==> config.mk <==
export PLATFORM = sky130hd
export DESIGN_NAME = id_ex_stage
export DESIGN_NICKNAME = d
export VERILOG_FILES = /design/src/rtl/pipe_pkg.sv /design/src/rtl/fwd_mux.sv /design/src/rtl/id_ex_stage.sv
export SDC_FILE = /design/constraint.sdc
export NUM_CORES = 1
export LEC_CHECK = 0
export ABC_AREA = 0
export CORE_AREA = 2 2 155 157
export CTS_CLUSTER_DIAMETER = 150
export DETAILED_ROUTE_END_ITERATION = 6
export DIE_AREA = 0 0 157 159
export PLACE_DENSITY = 0.67
export SETUP_SLACK_MARGIN = 0.3
export SLEW_MARGIN = 15
export SYNTH_ARGS = -nofsm -noshare
export SYNTH_HDL_FRONTEND = slang
export SYNTH_SLANG_ARGS = --single-unit
export TNS_END_PERCENT = 1
==> constraint.sdc <==
create_clock -name clk -period 2.15 [get_ports clk]
set_input_delay 0.5375 -clock clk [delete_from_list [all_inputs] [get_ports clk]]
set_output_delay 0.5375 -clock clk [all_outputs]
set_load 0.02 [all_outputs]
==> src/rtl/pipe_pkg.sv <==
// Shared pipeline types: widths, register index constants, operand forwarding
// select encoding and the ID/EX pipeline register layout.
package pipe_pkg;

  localparam int XLEN   = 32;
  localparam int REG_AW = 5;

  localparam logic [REG_AW-1:0] R0 = '0;

  typedef logic [XLEN-1:0]   word_t;
  typedef logic [REG_AW-1:0] ridx_t;

  typedef enum logic [2:0] {
    FWD_ZERO,
    FWD_EX,
    FWD_MEM,
    FWD_WB,
    FWD_RF
  } fwd_sel_t;

  typedef struct packed {
    logic  valid;
    logic  we;
    logic  load;
    word_t pc;
    word_t a;
    word_t b;
    word_t imm;
    ridx_t rw;
  } idex_t;

  function automatic word_t fwd_pick(input fwd_sel_t sel, input word_t ex_result,
                                     input word_t mem_data, input word_t wb_data,
                                     input word_t rf_q);
    word_t v;
    case (sel)
      FWD_EX:  v = ex_result;
      FWD_MEM: v = mem_data;
      FWD_WB:  v = wb_data;
      FWD_RF:  v = rf_q;
      default: v = '0;
    endcase
    return v;
  endfunction

  // True when the operand bypassed the register file (zero source does not count).
  function automatic logic is_bypass(input fwd_sel_t sel);
    return (sel == FWD_EX) || (sel == FWD_MEM) || (sel == FWD_WB);
  endfunction

endpackage

==> src/rtl/fwd_mux.sv <==
// Forwarding source select for one source operand; purely combinational.
// Youngest producer wins; EX loads are excluded since their data is not ready yet.
module fwd_mux
  import pipe_pkg::*;
(
  input  logic [REG_AW-1:0] src,
  input  logic              ex_valid,
  input  logic              ex_we,
  input  logic              ex_load,
  input  logic [REG_AW-1:0] ex_rw,
  input  logic              mem_we,
  input  logic [REG_AW-1:0] mem_rw,
  input  logic              wb_we,
  input  logic [REG_AW-1:0] wb_rw,
  output fwd_sel_t          sel
);

  always_comb begin
    sel = FWD_RF;
    if (src == R0) begin
      sel = FWD_ZERO;
    end else if (ex_valid && ex_we && !ex_load && (ex_rw == src)) begin
      sel = FWD_EX;
    end else if (mem_we && (mem_rw == src)) begin
      sel = FWD_MEM;
    end else if (wb_we && (wb_rw == src)) begin
      sel = FWD_WB;
    end
  end

endmodule

==> src/rtl/id_ex_stage.sv <==
// ID->EX operand stage: forwarding, load-use stall, 1-cycle ID/EX register; EX never backpressures.
// ID_EX_HAZARD_STATS_EN adds stall_cnt/fwd_cnt counters and a per-capture trace.
module id_ex_stage
  import pipe_pkg::*;
(
  input  logic              clk,
  input  logic              reset,
  input  logic              flush,
  input  logic              id_valid,
  input  logic [XLEN-1:0]   id_pc,
  input  logic [REG_AW-1:0] id_ra,
  input  logic [REG_AW-1:0] id_rb,
  input  logic [REG_AW-1:0] id_rw,
  input  logic              id_we,
  input  logic              id_load,
  input  logic [XLEN-1:0]   id_imm,
  input  logic [XLEN-1:0]   rf_qa,
  input  logic [XLEN-1:0]   rf_qb,
  input  logic [XLEN-1:0]   ex_result,
  input  logic [REG_AW-1:0] mem_rw,
  input  logic              mem_we,
  input  logic [XLEN-1:0]   mem_data,
  input  logic [REG_AW-1:0] wb_rw,
  input  logic              wb_we,
  input  logic [XLEN-1:0]   wb_data,
  output logic              stall,
  output logic              ex_valid,
  output logic              ex_we,
  output logic              ex_load,
  output logic [XLEN-1:0]   ex_pc,
  output logic [XLEN-1:0]   ex_a,
  output logic [XLEN-1:0]   ex_b,
  output logic [XLEN-1:0]   ex_imm,
  output logic [REG_AW-1:0] ex_rw
`ifdef ID_EX_HAZARD_STATS_EN
  ,
  output logic [31:0]       stall_cnt,
  output logic [31:0]       fwd_cnt
`endif
);

  idex_t    ex_q;
  idex_t    ex_d;
  fwd_sel_t sel_a;
  fwd_sel_t sel_b;
  word_t    opa;
  word_t    opb;
  logic     hz;
  logic     capture;

  fwd_mux u_fwd_a (
    .src      (id_ra),
    .ex_valid (ex_q.valid),
    .ex_we    (ex_q.we),
    .ex_load  (ex_q.load),
    .ex_rw    (ex_q.rw),
    .mem_we   (mem_we),
    .mem_rw   (mem_rw),
    .wb_we    (wb_we),
    .wb_rw    (wb_rw),
    .sel      (sel_a)
  );

  fwd_mux u_fwd_b (
    .src      (id_rb),
    .ex_valid (ex_q.valid),
    .ex_we    (ex_q.we),
    .ex_load  (ex_q.load),
    .ex_rw    (ex_q.rw),
    .mem_we   (mem_we),
    .mem_rw   (mem_rw),
    .wb_we    (wb_we),
    .wb_rw    (wb_rw),
    .sel      (sel_b)
  );

  assign opa = fwd_pick(sel_a, ex_result, mem_data, wb_data, rf_qa);
  assign opb = fwd_pick(sel_b, ex_result, mem_data, wb_data, rf_qb);

  // A load in EX has no data until MEM, so a dependent ID instruction waits one cycle.
  assign hz = id_valid & ex_q.valid & ex_q.load & ex_q.we & (ex_q.rw != R0)
            & ((ex_q.rw == id_ra) | (ex_q.rw == id_rb));

  assign stall   = hz & ~flush;
  assign capture = ~(flush | hz);

  always_comb begin
    ex_d = '0;
    if (capture) begin
      ex_d.valid = id_valid;
      ex_d.we    = id_we & id_valid & (id_rw != R0);
      ex_d.load  = id_load & id_valid;
      ex_d.pc    = id_pc;
      ex_d.a     = opa;
      ex_d.b     = opb;
      ex_d.imm   = id_imm;
      ex_d.rw    = id_rw;
    end
  end

  always_ff @(posedge clk) begin
    if (reset) begin
      ex_q <= '0;
    end else begin
      ex_q <= ex_d;
    end
  end

  assign ex_valid = ex_q.valid;
  assign ex_we    = ex_q.we;
  assign ex_load  = ex_q.load;
  assign ex_pc    = ex_q.pc;
  assign ex_a     = ex_q.a;
  assign ex_b     = ex_q.b;
  assign ex_imm   = ex_q.imm;
  assign ex_rw    = ex_q.rw;

`ifdef ID_EX_HAZARD_STATS_EN
  logic fwd_hit;

  assign fwd_hit = capture & id_valid & (is_bypass(sel_a) | is_bypass(sel_b));

  always_ff @(posedge clk) begin
    if (reset) begin
      stall_cnt <= '0;
      fwd_cnt   <= '0;
    end else begin
      stall_cnt <= stall_cnt + 32'(stall);
      fwd_cnt   <= fwd_cnt + 32'(fwd_hit);
      if (capture && id_valid) begin
        $display("%0t@%h: a=%s/%h b=%s/%h", $time, id_pc, sel_a.name(), opa,
                 sel_b.name(), opb);
      end
    end
  end
`endif

endmodule
=== After elaboration in Yosys (flattened, before gate mapping) ===
Index checks and enable logic that the tools add are counted.

* Bits in registers: 136
* Input bits: 257
* Output and inout bits: 137
* Word-level logic and storage cells: 58

* Equality and inequality tests: 14
* Multiplexer cells: 10
* Bitwise gates (word level): 12
* Reduce and logical (&&, ||, !) cells: 14

{| class="wikitable"
|+ Operators by type and width
! operator !! number
|-
| case mux 32 bit (4 select lines) || 2
|-
| equality test 5 bit || 6
|-
| 2-to-1 mux 3 bit || 8
|-
| equality test 3 x 2 -> 1 bit (second input constant) || 4
|-
| zero test 5 bit || 2
|-
| nonzero test 5 bit || 2
|-
| bitwise AND 1 bit || 9
|-
| logical AND 1 bit || 8
|-
| equality test 3 x 1 -> 1 bit (second input constant) || 2
|-
| equality test 3 bit (second input constant) || 2
|-
| OR 1 bit || 2
|-
| OR reduction 2 bit || 1
|-
| zero test 1 bit || 1
|-
| NOT 1 bit || 1
|}

=== Logic depth before layout (Yosys ltp) ===
* Depth after elaboration: 8
* Depth in mapped cells: 8
* Depth with buffers taken out: 5

=== Hierarchy ===
Synthesis repeated with hierarchy kept, for this count alone.

* Cells, all modules: 540
* Area total of the unflattened synthesis: 5587.9 um^2

{| class="wikitable"
|+ By module, submodules not included
! module !! times used !! cells each !! area each (um^2) !! seq. area each (um^2)
|-
| id_ex_stage || 1 || 482 || 5067.4 || 2722.6
|-
| fwd_mux || 2 || 29 || 260.2 || 0.0
|}

=== Worst setup path before layout ===
Ideal clock, no wire load.

* Kind: input to register
* From: in id_rb[0]
* To: reg ex_q (netlist bit ex_a[0])
* Setup time: 147 ps
* Data arrival time: 1953 ps
* Path slack: 50 ps
* Stages on the path: 8
* Cell sequence: clkbuf_2 xnor2_1 nand2_1 o22ai_1 a211o_1 buf_2 clkbuf_1 a311oi_2

* Word-level cells in the longest chain between the ends: 5

{| class="wikitable"
|+ Ends and longest elaborated chain
! what !! RTL line !! source
|-
| start, declared || id_ex_stage.sv:12 || <nowiki>input logic [REG_AW-1:0] id_rb,</nowiki>
|-
| equality test 5 bit || id_ex_stage.sv:82 || <nowiki>& ((ex_q.rw == id_ra) | (ex_q.rw == id_rb));</nowiki>
|-
| OR 1 bit || id_ex_stage.sv:82 ||
|-
| bitwise AND 1 bit || id_ex_stage.sv:82 ||
|-
| OR 1 bit || id_ex_stage.sv:85 || <nowiki>assign capture = ~(flush | hz);</nowiki>
|-
| OR reduction 2 bit (no line) || - ||
|-
| end signal, assigned || id_ex_stage.sv:103 || <nowiki>ex_q <= '0;</nowiki>
|-
| end signal, assigned || id_ex_stage.sv:105 || <nowiki>ex_q <= ex_d;</nowiki>
|-
| end, declared || id_ex_stage.sv:42 || <nowiki>idex_t ex_q;</nowiki>
|}

No other way between the ends.
A chain may end at the register's enable or synchronous reset.

=== Worst setup path in the final report ===
* From: in id_ra[2]
* To: reg ex_q (netlist bit ex_a[8])

* Word-level cells in the longest chain between the ends: 8
* Elaborated cells between the ends (all ways): 20

{| class="wikitable"
|+ Ends and longest elaborated chain
! what !! RTL line !! source
|-
| start, declared || id_ex_stage.sv:11 || <nowiki>input logic [REG_AW-1:0] id_ra,</nowiki>
|-
| equality test 5 bit || fwd_mux.sv:26 || <nowiki>end else if (wb_we && (wb_rw == src)) begin</nowiki>
|-
| logical AND 1 bit || fwd_mux.sv:26 ||
|-
| 2-to-1 mux 3 bit || fwd_mux.sv:26 ||
|-
| 2-to-1 mux 3 bit || fwd_mux.sv:24 || <nowiki>end else if (mem_we && (mem_rw == src)) begin</nowiki>
|-
| 2-to-1 mux 3 bit || fwd_mux.sv:22 || <nowiki>end else if (ex_valid && ex_we && !ex_load && (ex_rw == src)) begin</nowiki>
|-
| 2-to-1 mux 3 bit || fwd_mux.sv:20 || <nowiki>if (src == R0) begin</nowiki>
|-
| equality test 3 bit, or another cell as far along || pipe_pkg.sv:36 || <nowiki>case (sel)</nowiki>
|-
| case mux 32 bit (4 select lines) || pipe_pkg.sv:36 ||
|}

Several ways; a longest one is shown, not always the timed one.

==> flow_metrics.py <==
metrics = {
    "critical_path": {
        "required_ns": 2.48,
        "path_cells": "buf_8, buf_6, xor2_2, buf_4, nor4_4, buf_6, buf_12, buf_16, buf_12, nand3_2, a2111o_1, a311oi_2",
        "r2r_start": "ex_rw[3]$_SDFF_PP0_",
        "critPathKind": "in -> reg",
        "path_max_fanout": 6,
        "crit_start": "id_ra[2]",
        "reg2reg_slack_ns": 0.09,
        "crit_path_end_kind": "register",
        "path_buf_inv": 7,
        "cp.arrival_ns": 2.49,
        "critPathMaxStageDelay_ns": 0.42,
        "start_kind": "input pin",
        "cpLargestDelayFamily": "buffers and inverters",
        "cp_slowest_cell": "a2111o_1",
    },
    "final_layout": {
        "nets": 1445,
        "area_growth_pct": 91.90,
        "final_cells": 1521,
        "multi_input_area_um2": 3920,
        "seq_area_um2": 2734,
        "fin_util_pct": 55.75,
        "design_area_um2": 12930,
        "n_fill_cell": 2039,
        "final_layout_size_suffix_gt1_share_pct": 19.90,
    },
    "route": {
        "drtIter0Drc": 431,
        "wl_per_cell_um": 21.87,
        "vias": 8028,
        "drtPass1Iterations": 5,
        "wl_mm": 33.27,
        "viasPerCell": 5.278,
        "drc": 0,
        "ant_nets": 0,
    },
    "synth": {
        "synth.most_common_cell": "dfxtp_1",
        "synthTopCellsByCount": "136 x dfxtp_1, 132 x nand3_1, 72 x and2_1",
        "syn_area_um2": 6738,
        "yosysTopAreaCellShare_pct": 40.41,
        "ys_ff_latch": 136,
        "async_flop_share_pct": 0,
        "synth_edf_count": 0,
        "ys_types": 33,
        "synth_area_leader_cell": "dfxtp_1",
        "seq_area_frac_synth_pct": 40.41,
        "yosys-top-cells-area": "dfxtp_1 40%, a2111o_1 11%, nand3_1 9.8%, a311oi_2 6.7%, and2_1 6.7%",
        "synth_warnings": 0,
        "ys.flop_type": "dfxtp_1",
        "synth_area_per_cell_um2": 9.044,
        "syn-num-nets": 1002,
        "synthesis.instances": 745,
    },
    "sta": {
        "rsz0062_at_grt": "yes",
        "final_hold_viol_count": 0,
        "worst_pin_slew_ns": 0.3894,
        "fmax_mhz": 463.7,
        "slew_viol_final": 0,
        "fin_worst_skew_ns": 0.01433,
        "fin_crit_sh_pct": 100.3,
        "slew_headroom_pct": 73.96,
        "layout_setup_ws_ns": -0.006434,
        "finalSetupViolations": 1,
        "min_period_ns": 2.156,
        "setup-tns-final_ns": -0.006434,
    },
    "grt": {
        "gr-usage-all-layers_pct": 26.07,
        "grt_pass1_vias": 8426,
        "overflow": 0,
        "grt_pass1_wl_mm": 49.27,
        "grt_max_degree": 55,
        "grt_antenna_before_repair": 1,
    },
    "die": {
        "die_w_um": 157,
        "die-area_um2": 24960,
        "core_area_um2": 23190,
        "start_util_pct": 29.05,
        "fp.dieH_um": 159,
        "rows": 56,
        "num_io_pins": 394,
    },
    "place": {
        "portBuffers": 393,
        "dp_hpwl_mm": 22.21,
        "place.gp.congestion": 0.8394,
        "pre_cts_ws_ns": -0.7242,
        "dp_cells": 1461,
        "postPlaceCellArea_um2": 11710,
    },
    "worst_hold_path": {
        "min_from": "id_valid",
        "hold_class": "in -> reg",
    },
    "clock_network": {
        "cts_buffer_depth": 2,
        "cts_sinks": 136,
        "htreeDepth": 4,
        "numCtsBuffers": 17,
        "cts_tree": "built",
        "cts.clk_slew.worst_paths_ns": 0.07,
        "clkLatencyLatePin_ns": 0.43,
        "cts_root_buf": "clkbuf_16",
    },
    "run": {
        "cap_violations": 0,
    },
    "power_and_ir_drop": {
        "leakage_nw": 4.702,
        "power.density_nw_per_um2": 574.1,
        "clockPowerShare_pct": 40.8,
        "p_sw_share_pct": 28.49,
        "p_switching_mw": 2.115,
        "ir_worst_vdd_v": 0.0004468,
        "combPwrFrac_pct": 23.2,
        "pwr-share-seq_pct": 35.9,
        "power.internal_mw": 5.308,
    },
    "run_status": {
        "violations": "negative setup slack",
        "status": "complete, but fails checks",
    },
}
-- sequential cells by signal, summed over array words and instances (netlist names) --
name	cells
ex_a	32
ex_b	32
ex_imm	32
ex_load	1
ex_pc	32
ex_rw	5
ex_valid	1
ex_we	1
-- worst reg2reg max path, delay by kind of cell, from the launching register on --
family | cells | cell delay [ns]
AO/OA/AOI/OAI | 1 | 0.27
XOR/XNOR | 1 | 0.17
buffers and inverters | 5 | 0.83
flip-flops | 1 | 0.37
AND/OR/NAND/NOR | 3 | 0.32
-- area by class of cell --
type,count,share of cell area (%)
Clock buffer,18,3.397
Clock inverter,14,1.181
Antenna cell,1,0.01935
Sequential cell,136,21.14
Timing Repair Buffer,510,40.86
Multi-Input combinational cell,523,30.32
Tap cell,319,3.087
-- path summary, 6_finish.rpt --
| kind | endpoint | cells past startpoint |
|---|---|---|
| worst min-delay path | ex_valid$_SDFF_PP0_ | 3 |
| worst max-delay path | ex_a[8]$_SDFF_PP0_ | 12 |
| worst max register to register | ex_b[21]$_SDFF_PP0_ | 10 |
| worst min register to register | ex_a[12]$_SDFF_PP0_ | 6 |
-- power groups by stage --
stage / clock (mW) / combinational [mW] / sequential, mW
final: 3.03 / 1.72 / 2.67
after global routing: 3.17 / 1.82 / 2.68
after CTS: 3.09 / 1.70 / 2.67
after detailed placement: 0 / 1.57 / 2.72
after global placement: 0 / 1.56 / 2.72
after floorplan: 0 / 0.436 / 2.86
-- layer usage --
layer	routed length [um]	part of all wire, %	global-route usage (%)	vias to the layer above
met5	0	0	0	-
met4	1378	4.1	12.89	0
met3	3587	11	9.227	88
met2	16670	50	45.89	467
met1	11640	35	27.27	3783
li1	-	-	-	3690
-- what timing repair did --
item,in CTS,in global routing
buffers inserted,17,4
endpoints found under the hold margin,0,0
hold buffers,0,0
gates cloned,6,0
resized for setup,80,24
pin swaps,17,13
setup endpoints to repair,231,273
-- through the flow --
stage                     power [mW]  hold slack [ns]
after CTS                      7.463           0.5644
after detailed placement       4.292            1.078
final                          7.423           0.5798
after global routing           7.669           0.5963
after floorplan                3.295           0.6592
after global placement         4.286            1.060
-- cells in the final DEF, fill, tap and decap left out, drive strengths merged, types with 2 or more instances in the layout --
master | synthesis | layout
nand2 | 68 | 68
a2111o | 64 | 64
xnor2 | 22 | 22
a311oi | 64 | 64
or2 | 2 | 2
nand4 | 4 | 4
or4 | 3 | 3
clkbuf | 60 | 22
xor2 | 8 | 8
clkinvlp | 0 | 3
inv | 0 | 9
nor3 | 3 | 3
dfxtp | 136 | 136
and2 | 72 | 72
bufbuf | 0 | 2
clkdlybuf4s50 | 0 | 374
dlygate4sd2 | 0 | 10
o21ai | 64 | 64
buf | 26 | 120
nor2 | 6 | 6
nand3 | 132 | 132
-- cell families (layout without fill, tap and decap cells) --
kind of cell	Yosys count	count (layout)	share of synthesized area [%]
AO/OA/AOI/OAI	197	197	27.21
other	0	1	0
XOR/XNOR	30	30	3.900
buffers and inverters	86	542	5.627
AND/OR/NAND/NOR	296	296	22.86
flip-flops	136	136	40.41
(Power assumes the default switching activity.)
